File: src/rtl/fb_arb_pkg.sv
// Shared types and defaults for the framebuffer write arbiter and its fill engine.
package fb_arb_pkg;

  localparam int FB_ADDR_W = 12;
  localparam int FB_DATA_W = 8;

  typedef enum logic [1:0] {
    SRC_CPU = 2'd0,
    SRC_DMA = 2'd1,
    SRC_CLR = 2'd2
  } fb_src_e;

  typedef enum logic [1:0] {
    CLR_IDLE = 2'd0,
    CLR_FILL = 2'd1,
    CLR_DONE = 2'd2
  } clr_state_e;

  // Round-robin successor in the order CPU -> DMA -> CLR -> CPU.
  function automatic fb_src_e next_src(input fb_src_e s);
    case (s)
      SRC_CPU: return SRC_DMA;
      SRC_DMA: return SRC_CLR;
      default: return SRC_CPU;
    endcase
  endfunction

endpackage

File: src/rtl/fb_clear_engine.sv
// Fill engine: writes a latched value over an address range, one word per grant,
// wrapping modulo 2^ADDR_W.
module fb_clear_engine
  import fb_arb_pkg::*;
#(
  parameter int ADDR_W = FB_ADDR_W,
  parameter int DATA_W = FB_DATA_W
) (
  input  logic              clk50,
  input  logic              rst,
  input  logic              start_i,
  input  logic [ADDR_W-1:0] base_i,
  input  logic [ADDR_W:0]   len_i,
  input  logic [DATA_W-1:0] data_i,
  input  logic              grant_i,
  output logic              valid_o,
  output logic [ADDR_W-1:0] addr_o,
  output logic [DATA_W-1:0] data_o,
  output logic              busy_o,
  output logic              done_o
);

  localparam logic [ADDR_W:0] LEN_MAX = {1'b1, {ADDR_W{1'b0}}};

  clr_state_e        state_q;
  logic [ADDR_W-1:0] base_q;
  logic [ADDR_W-1:0] cnt_q;
  logic [ADDR_W-1:0] last_q;
  logic [DATA_W-1:0] data_q;
  logic [ADDR_W:0]   len_eff;
  logic [ADDR_W-1:0] last_d;

  // Oversized lengths clamp to a full sweep; last_d is the index of the final word.
  assign len_eff = (len_i > LEN_MAX) ? LEN_MAX : len_i;
  assign last_d  = ADDR_W'(len_eff - (ADDR_W+1)'(1));

  always_ff @(posedge clk50 or posedge rst) begin
    if (rst) begin
      state_q <= CLR_IDLE;
      base_q  <= '0;
      cnt_q   <= '0;
      last_q  <= '0;
      data_q  <= '0;
    end else begin
      case (state_q)
        CLR_IDLE: begin
          if (start_i) begin
            base_q  <= base_i;
            data_q  <= data_i;
            last_q  <= last_d;
            cnt_q   <= '0;
            state_q <= (len_i == '0) ? CLR_DONE : CLR_FILL;
          end
        end
        CLR_FILL: begin
          if (grant_i) begin
            cnt_q <= cnt_q + 1'b1;
            if (cnt_q == last_q) begin
              state_q <= CLR_DONE;
            end
          end
        end
        CLR_DONE: begin
          cnt_q   <= '0;
          state_q <= CLR_IDLE;
        end
        default: begin
          state_q <= CLR_IDLE;
        end
      endcase
    end
  end

  assign valid_o = (state_q == CLR_FILL);
  assign addr_o  = base_q + cnt_q;
  assign data_o  = data_q;
  assign busy_o  = (state_q != CLR_IDLE);
  assign done_o  = (state_q == CLR_DONE);

endmodule

File: src/rtl/fb_write_arbiter.sv
// Round-robin arbiter sharing the framebuffer write port between CPU, DMA and the
// fill engine; the fill engine is compiled in only when FB_ARB_CLEAR_EN is defined.
module fb_write_arbiter
  import fb_arb_pkg::*;
#(
  parameter int ADDR_W = FB_ADDR_W,
  parameter int DATA_W = FB_DATA_W
) (
  input  logic              clk50,
  input  logic              rst,
  input  logic              cpu_req,
  input  logic [ADDR_W-1:0] cpu_addr,
  input  logic [DATA_W-1:0] cpu_data,
  output logic              cpu_ack,
  input  logic              dma_req,
  input  logic [ADDR_W-1:0] dma_addr,
  input  logic [DATA_W-1:0] dma_data,
  output logic              dma_ack,
  input  logic              clr_start,
  input  logic [ADDR_W-1:0] clr_base,
  input  logic [ADDR_W:0]   clr_len,
  input  logic [DATA_W-1:0] clr_data,
  output logic              clr_busy,
  output logic              clr_done,
  output logic [ADDR_W-1:0] fb_addr,
  output logic [DATA_W-1:0] fb_data,
  output logic              fb_we
);

  logic              clr_valid;
  logic              clr_grant;
  logic [ADDR_W-1:0] clr_addr;
  logic [DATA_W-1:0] clr_wdata;

`ifdef FB_ARB_CLEAR_EN
  localparam fb_src_e LAST_RST = SRC_CLR;

  fb_clear_engine #(
    .ADDR_W (ADDR_W),
    .DATA_W (DATA_W)
  ) u_clear (
    .clk50   (clk50),
    .rst     (rst),
    .start_i (clr_start),
    .base_i  (clr_base),
    .len_i   (clr_len),
    .data_i  (clr_data),
    .grant_i (clr_grant),
    .valid_o (clr_valid),
    .addr_o  (clr_addr),
    .data_o  (clr_wdata),
    .busy_o  (clr_busy),
    .done_o  (clr_done)
  );
`else
  localparam fb_src_e LAST_RST = SRC_DMA;

  logic unused_clr;
  assign unused_clr = ^{clr_start, clr_base, clr_len, clr_data, clr_grant};
  assign clr_valid  = 1'b0;
  assign clr_addr   = '0;
  assign clr_wdata  = '0;
  assign clr_busy   = 1'b0;
  assign clr_done   = 1'b0;
`endif

  fb_src_e           last_grant_q;
  fb_src_e           grant_src;
  fb_src_e           cand;
  logic              grant_any;
  logic              cand_ok;
  logic              elig_cpu;
  logic              elig_dma;
  logic              elig_clr;
  logic [ADDR_W-1:0] wr_addr_d;
  logic [DATA_W-1:0] wr_data_d;
  logic [ADDR_W-1:0] fb_addr_q;
  logic [DATA_W-1:0] fb_data_q;
  logic              fb_we_q;

  // Acks are combinational, so requests are masked while reset is held.
  assign elig_cpu = cpu_req   & ~rst;
  assign elig_dma = dma_req   & ~rst;
  assign elig_clr = clr_valid & ~rst;

  always_comb begin
    grant_any = 1'b0;
    grant_src = last_grant_q;
    cand      = last_grant_q;
    cand_ok   = 1'b0;
    for (int k = 0; k < 3; k++) begin
      cand = next_src(cand);
      case (cand)
        SRC_CPU: cand_ok = elig_cpu;
        SRC_DMA: cand_ok = elig_dma;
        default: cand_ok = elig_clr;
      endcase
      if (!grant_any && cand_ok) begin
        grant_any = 1'b1;
        grant_src = cand;
      end
    end
  end

  assign cpu_ack   = grant_any && (grant_src == SRC_CPU);
  assign dma_ack   = grant_any && (grant_src == SRC_DMA);
  assign clr_grant = grant_any && (grant_src == SRC_CLR);

  always_comb begin
    wr_addr_d = cpu_addr;
    wr_data_d = cpu_data;
    case (grant_src)
      SRC_DMA: begin
        wr_addr_d = dma_addr;
        wr_data_d = dma_data;
      end
      SRC_CLR: begin
        wr_addr_d = clr_addr;
        wr_data_d = clr_wdata;
      end
      default: ;
    endcase
  end

  // Address/data hold their last value when no write is issued.
  always_ff @(posedge clk50 or posedge rst) begin
    if (rst) begin
      last_grant_q <= LAST_RST;
      fb_we_q      <= 1'b0;
      fb_addr_q    <= '0;
      fb_data_q    <= '0;
    end else begin
      fb_we_q <= grant_any;
      if (grant_any) begin
        last_grant_q <= grant_src;
        fb_addr_q    <= wr_addr_d;
        fb_data_q    <= wr_data_d;
      end
    end
  end

  assign fb_we   = fb_we_q;
  assign fb_addr = fb_addr_q;
  assign fb_data = fb_data_q;

endmodule
File: config.mk
export PLATFORM = sky130hd
export DESIGN_NAME = fb_write_arbiter
export DESIGN_NICKNAME = d
export VERILOG_FILES = /design/src/rtl/fb_arb_pkg.sv /design/src/rtl/fb_clear_engine.sv /design/src/rtl/fb_write_arbiter.sv
export SDC_FILE = /design/constraint.sdc
export NUM_CORES = 1
export LEC_CHECK = 0
export CORE_AREA = 5 5 62 76
export DETAILED_ROUTE_END_ITERATION = 6
export DIE_AREA = 0 0 67 81
export GPL_ROUTABILITY_DRIVEN = 0
export PLACE_DENSITY = 0.81
export SYNTH_ARGS = -nofsm -noshare
export SYNTH_HDL_FRONTEND = slang
export SYNTH_HIERARCHICAL = 1
export SYNTH_SLANG_ARGS = --single-unit
File: constraint.sdc
create_clock -name clk50 -period 2.7 [get_ports clk50]
set_clock_uncertainty 0.05 [all_clocks]
set_input_delay 0.81 -clock clk50 [delete_from_list [all_inputs] [get_ports clk50]]
set_output_delay 0.81 -clock clk50 [all_outputs]
set_load 0.03 [all_outputs]
==> flow_metrics.env, run 1 <==
export IMPL_p_leak_uw=0.000881
export IMPL_finalMaxSlewViolations=0
export IMPL_synth_seq_cells=23
export IMPL_gr_total_overflow=0
export IMPL_route_antenna_remaining_nets=0
export IMPL_cp_end_kind="output pin"
export IMPL_die_width_um=67
export IMPL_worst_slack_ns=0.0644
export IMPL_nets=293
export IMPL_synthSimpleGateAreaFrac_pct=20.0
export IMPL_synthFlopType="dfrtp_1"
export IMPL_cts_htree_levels=1
export IMPL_cts_tree="done"
export IMPL_diodes=0
export IMPL_final_util_pct=53.4
export IMPL_syn2layout_area_growth_pct=76.1
export IMPL_die_h_um=81
export IMPL_synthXorXnorAreaFrac_pct=0
export IMPL_p_comb_share_pct=47.4
export IMPL_yosysWarnings=6
export IMPL_critPathArrivalTime_ns=1.78
export IMPL_crit_required_ns=1.84
export IMPL_ys_top_cells_by_count="dfrtp_1 (22), nand2_1 (20), nor2b_1 (20)"
export IMPL_sw_frac_of_total_pct=35.9
export IMPL_ioPinCount=103
export IMPL_synthTopCellsByArea="dfrtp_1 (47%), nor2b_1 (11%), a21oi_1 (8.2%)"
export IMPL_initial_core_util_pct=30.3
export IMPL_clock_path_buffers=2
export IMPL_avgSynthCellArea_um2=9.04
export IMPL_dp_hpwl_um=2500
export IMPL_peakVddDrop_mv=0.237
export IMPL_seq_power_share_pct=35.5
export IMPL_ctsHoldBuffers=0
export IMPL_p_int_uw=803
export IMPL_grt_first_pass_wirelength_um=5170
export IMPL_p_switching_uw=450
export IMPL_worstSkewPairLatency_ns=0.26
export IMPL_dr_pass1_iters=4
export IMPL_synth_edf_count=0
export IMPL_period_share_pct=97.6
export IMPL_yosysTopAreaCellShare_pct=47.2
export IMPL_place_ws_ns=-0.425
export IMPL_power_density_nw_per_um2=610
export IMPL_cts_buffers=3
export IMPL_critPathKind="primary input to output pin"
export IMPL_grt_pass1_vias=1176
export IMPL_clkPwrFrac_pct=17.1
export IMPL_synth_most_common_cell="dfrtp_1"
export IMPL_final_min_clock_period_ns=2.64
export IMPL_maxCapViolations=0
export IMPL_critPathLaunchType="primary input"
export IMPL_hold_class="register to register"
export IMPL_crit_fanout=3
export IMPL_tns_ns=0
export IMPL_grt_start_max_net_pins=41
export IMPL_max_freq_ghz=0.379
export IMPL_drtIter0Drc=40
export IMPL_clkSinkCount=23
export IMPL_grt_use_total_pct=12.6
export IMPL_synth_area_leader_cell="dfrtp_1"
export IMPL_io_buffers=66
export IMPL_hold_viol=0
export IMPL_vias=1157
export IMPL_drc=0
export IMPL_muxShareOfSynthArea_pct=0
export IMPL_cts_root_buf="clkbuf_8"
export IMPL_rsz0062_at_grt="false"
export IMPL_setup_viol=0
export IMPL_antenna_found_initial=0
export IMPL_yosysUniqueCellTypes=19
export IMPL_async_reset_ff_share_pct=100
export IMPL_syn_inst=129
export IMPL_dieArea_um2=5430
export IMPL_core_um2=3850
export IMPL_netlist_area_um2=1170
export IMPL_status="finished clean"
export IMPL_core_rowCount=25
export IMPL_synth_adder_area_share_pct=2.15
export IMPL_clk_pin_slew_ns=0.08
export IMPL_wirelength_um=3290
export IMPL_drive_gt1_share_pct=17.0
export IMPL_ys_seq_area_share_pct=49.5
export IMPL_synth_compound_area_share_pct=20.8
export IMPL_synth_top_family_by_area="compound AO/OA/AOI/OAI gates"
export IMPL_routed_via_density=4.35
export IMPL_wl_per_cell_um=12.4
-- timing repair --
action                     CTS  global route
buffers inserted            14             0
gates cloned                 0             0
gates resized for setup     17             2
pin swaps                    1             1
setup endpoints to repair    2             3
-- critical path, stage by stage --
cell	delay, ns
buf_2	0.13
o21bai_4	0.17
and2_4	0.16
inv_1	0.07
ha_2	0.18
and2_4	0.13
buf_6	0.12
-- power groups by stage --
stage	clock network (µW)	logic, µW	registers, µW
4_1_cts	223	600	447
3_3_place_gp	0	551	450
6_report	214	593	445
3_5_place_dp	0	561	454
2_1_floorplan	0	185	581
5_1_grt	237	641	457
-- flip-flops by register name (all words and copies together), names as in the netlist --
register and cells:
fb_addr 12, fb_data 8, last_grant_q 2, fb_we 1
-- through the flow --
step | area, µm² | power (µW) | std cells | hold slack (ns)
after CTS | 2060 | 1270 | 266 | 0.440
after global placement | 1900 | 1000 | 248 | 0.411
after global routing | 2050 | 1340 | 266 | 0.460
final | 2050 | 1250 | 266 | 0.431
after detailed placement | 1900 | 1010 | 248 | 0.420
after floorplan | 1170 | 766 | 130 | 0.420
-- area by class of cell --
class	count	area (µm²)
clock buffer	4	45.0
fill	368	1790
timing repair buffer	88	826
inverter	4	15.0
tap	54	67.6
multi-input combinational	93	523
sequential	23	577
-- cell usage in the layout (no fill, tap or decap), types with 3 or more instances in the layout --
cell / synthesis / routed
nand2_1: 20 / 20
clkbuf_8: 0 / 3
clkdlybuf4s50_1: 0 / 61
buf_4: 3 / 21
o21ai_0: 4 / 3
inv_1: 4 / 4
dfrtp_1: 22 / 22
nor2b_1: 20 / 19
a21oi_1: 19 / 19
o21ai_1: 17 / 18
-- logic make-up after synthesis --
| logic type | after synthesis |
|---|---|
| simple gates | 45 |
| compound gates | 44 |
| flops | 23 |
| buf+inv | 14 |
| fa+ha+maj | 2 |
| other cells | 1 |
-- path summary, 6_finish.rpt --
path,slack [ns],startpoint,endpoint,depth (start not counted)
setup reg to reg,0.22,last_grant_q[0]$_DFFE_PP1P_,last_grant_q[0]$_DFFE_PP1P_,15
hold reg to reg,0.43,fb_addr[8]$_DFFE_PP0P_,fb_addr[8]$_DFFE_PP0P_,2
hold / removal,0.43,fb_addr[8]$_DFFE_PP0P_,fb_addr[8]$_DFFE_PP0P_,2
max in group asynchronous,1.40,rst,last_grant_q[0]$_DFFE_PP1P_,4
setup / recovery,0.06,rst,dma_ack,7
min in group asynchronous,0.68,rst,fb_data[4]$_DFFE_PP0P_,3
-- layer usage --
layer | global-route usage [%] | routed length (µm)
met5 | 0 | 0
met2 | 22.7 | 1600
met1 | 12.9 | 1190
met4 | 3.65 | 25
met3 | 5.53 | 462
Power figures use the tool's default switching activity.
==> run 2: changes to the inputs <==
--- a/config.mk
+++ b/config.mk
@@ -5,11 +5,12 @@
 export SDC_FILE = /design/constraint.sdc
 export NUM_CORES = 1
 export LEC_CHECK = 0
-export CORE_AREA = 5 5 62 76
+export ABC_AREA = 1
+export CORE_AREA = 5 5 64 77
 export DETAILED_ROUTE_END_ITERATION = 6
-export DIE_AREA = 0 0 67 81
+export DIE_AREA = 0 0 69 82
 export GPL_ROUTABILITY_DRIVEN = 0
-export PLACE_DENSITY = 0.81
+export PLACE_DENSITY = 0.8
 export SYNTH_ARGS = -nofsm -noshare
 export SYNTH_HDL_FRONTEND = slang
 export SYNTH_HIERARCHICAL = 1
==> run 2 against run 1 <==
Clock power barely moved. Sequential power rose by 2%. Register-to-register slack improved by 0.83 ns. Largest cell class unchanged. Largest power group unchanged. Highest routed layer unchanged.
==> flow_metrics.env, run 2 <==
export IMPL_routed_via_density=4.37
export IMPL_status="finished clean"
export IMPL_yosysTopAreaCellShare_pct=43.9
export IMPL_wl_per_cell_um=12.1
export IMPL_syn2layout_area_growth_pct=71.6
export IMPL_p_leak_uw=0.00110
export IMPL_mostFrequentLayoutCells="nand2_1 (101), clkdlybuf4s50_1 (61), dfrtp_1 (22)"
export IMPL_yosysUniqueCellTypes=15
export IMPL_final_min_clock_period_ns=2.65
export IMPL_critPathLaunchType="primary input"
export IMPL_dp_hpwl_um=2730
export IMPL_critPathKind="primary input to output pin"
export IMPL_ys_top_cells_by_count="nand2_1 (104), dfrtp_1 (22), nand3_1 (20)"
export IMPL_ioPinCount=103
export IMPL_diodes=0
export IMPL_setup_viol=0
export IMPL_netlist_area_um2=1250
export IMPL_dr_pass1_iters=5
export IMPL_grt_pass1_vias=1310
export IMPL_fillCellCount=431
export IMPL_async_reset_ff_share_pct=100
export IMPL_antenna_found_initial=0
export IMPL_yosysWarnings=6
export IMPL_placedCellCount=302
export IMPL_dpl_cell_area_um2=2020
export IMPL_synthFlopType="dfrtp_1"
export IMPL_cts_buffers=3
export IMPL_regToRegSetupSlack_ns=1.05
export IMPL_synthTopCellsByArea="dfrtp_1 (44%), nand2_1 (31%), nand3_1 (8.0%)"
export IMPL_route_antenna_remaining_nets=0
export IMPL_crit_fanout=5
export IMPL_peakVddDrop_mv=0.235
export IMPL_cts_tree="done"
export IMPL_gr_total_overflow=0
export IMPL_power_density_nw_per_um2=618
export IMPL_nets=334
export IMPL_vias=1349
export IMPL_grt_start_max_net_pins=23
export IMPL_cts_root_buf="clkbuf_8"
export IMPL_io_buffers=66
export IMPL_synth_area_leader_cell="dfrtp_1"
export IMPL_critPathArrivalTime_ns=1.79
export IMPL_maxCapViolations=0
export IMPL_drive_gt1_share_pct=15.8
export IMPL_ctsHoldBuffers=0
export IMPL_die_width_um=69
export IMPL_grt_first_pass_wirelength_um=5930
export IMPL_grt_use_total_pct=13.2
export IMPL_clk_pin_slew_ns=0.08
export IMPL_die_h_um=82
export IMPL_max_freq_ghz=0.377
export IMPL_drc=0
export IMPL_synth_most_common_cell="nand2_1"
export IMPL_core_rowCount=26
export IMPL_wirelength_um=3750
export IMPL_worstSkewPairLatency_ns=0.26
export IMPL_hold_viol=0
export IMPL_finalMaxSlewViolations=0
export IMPL_fin_area_um2=2150
export IMPL_core_um2=4160
export IMPL_crit_required_ns=1.84
export IMPL_dieArea_um2=5660
export IMPL_period_share_pct=98.2
export IMPL_synth_edf_count=0
export IMPL_clock_path_buffers=2
export IMPL_cp_startpoint="rst"
export IMPL_synth_seq_cells=23
export IMPL_largest_reg_flops=12
export IMPL_hold_path_startpoint="fb_addr[1]$_DFFE_PP0P_"
export IMPL_r2r_start="last_grant_q[0]$_DFFE_PP1P_"
export IMPL_initial_core_util_pct=30.1
export IMPL_avgSynthCellArea_um2=7.13
export IMPL_mostFrequentLayoutCell="nand2_1"
export IMPL_drtIter0Drc=31
export IMPL_tns_ns=0
export IMPL_stdcell_count=309
export IMPL_ys_seq_area_share_pct=46.0
export IMPL_cp_end_kind="output pin"
export IMPL_hold_class="register to register"
export IMPL_clkSinkCount=23
export IMPL_cts_htree_levels=1
export IMPL_syn_inst=176
-- run 2: cell types whose count changed after synthesis, moves of 4 or more --
cell	before	now
nor2b_1	20	0
nand3_1	0	20
o21ai_1	17	1
a21oi_1	19	0
and2_1	4	0
nand2_1	20	104
o21ai_0	4	0
-- run 2: where the power goes --
group	internal, µW	switching, µW
Clock	105	107
Combinational	289	373
Sequential	418	37.4
Total	813	517
-- run 2: path summary, 6_finish.rpt --
check                                               to  cells past startpoint
max                                            dma_ack                      9
min                             fb_addr[1]$_DFFE_PP0P_                      2
max reg2reg                     fb_data[1]$_DFFE_PP0P_                      9
min reg2reg                     fb_addr[1]$_DFFE_PP0P_                      2
max in group asynchronous  last_grant_q[0]$_DFFE_PP1P_                      3
min in group asynchronous  last_grant_q[1]$_DFFE_PP0P_                      3
-- run 2: cell families (layout without fill, tap and decap cells) --
logic type      Yosys count  in the layout  share of synthesized area [%]
flops                    23             23                           46.0
compound gates            2              2                           1.69
fa+ha+maj                 2              2                           1.99
other cells               1              2                          0.299
buf+inv                  20             96                           9.57
simple gates            128            128                           40.5
-- run 2: timing repair --
item                                    in CTS  in global routing
pin swaps                                    3                  4
setup buffers                                3                  0
endpoints found under the setup margin       2                  2
gates resized for setup                     15                 11
-- run 2: critical path, cell delays in order --
cell and delay (ns):
clkdlybuf4s15_2 0.21, inv_6 0.07, nand2_2 0.06, o21ai_4 0.18
inv_2 0.07, ha_4 0.16, inv_2 0.06, nor2_4 0.03
buf_6 0.13
-- run 2: cell type report --
cell class / instances / area (µm²) / area share (%)
clock buffers: 4 / 45.0 / 2.09
inverters: 8 / 35.0 / 1.63
multi-input cells: 134 / 621 / 28.8
flip-flops and latches: 23 / 577 / 26.8
well taps: 56 / 70.1 / 3.25
repair buffers: 84 / 806 / 37.4
-- run 2: per-layer routing --
metal  track usage (%)  wire length [µm]
met1              15.0              1620
met2              23.3              1730
met3              4.77               360
met4              4.30                40
met5                 0                 0
-- run 2: through the flow --
| stage | worst slack, ns | hold slack [ns] | utilization [%] | total power, µW |
|---|---|---|---|---|
| 2_1_floorplan | -0.0191 | 0.433 | - | 822 |
| 3_3_place_gp | -0.392 | 0.411 | 48.6 | 1090 |
| 3_5_place_dp | -0.386 | 0.418 | 48.6 | 1100 |
| 4_1_cts | 0.00750 | 0.438 | 50.8 | 1330 |
| 5_1_grt | -0.00106 | 0.448 | 51.7 | 1420 |
| 6_report | 0.0481 | 0.435 | 51.7 | 1330 |
==> run 3: changes to the inputs <==
--- a/config.mk
+++ b/config.mk
@@ -7,10 +7,12 @@
 export LEC_CHECK = 0
 export ABC_AREA = 1
 export CORE_AREA = 5 5 64 77
+export CTS_CLUSTER_DIAMETER = 200
 export DETAILED_ROUTE_END_ITERATION = 6
 export DIE_AREA = 0 0 69 82
 export GPL_ROUTABILITY_DRIVEN = 0
 export PLACE_DENSITY = 0.8
+export SLEW_MARGIN = 20
 export SYNTH_ARGS = -nofsm -noshare
 export SYNTH_HDL_FRONTEND = slang
 export SYNTH_HIERARCHICAL = 1
==> results of run 3 <==
Final layout, timing and power as in run 2 (identical DEF).
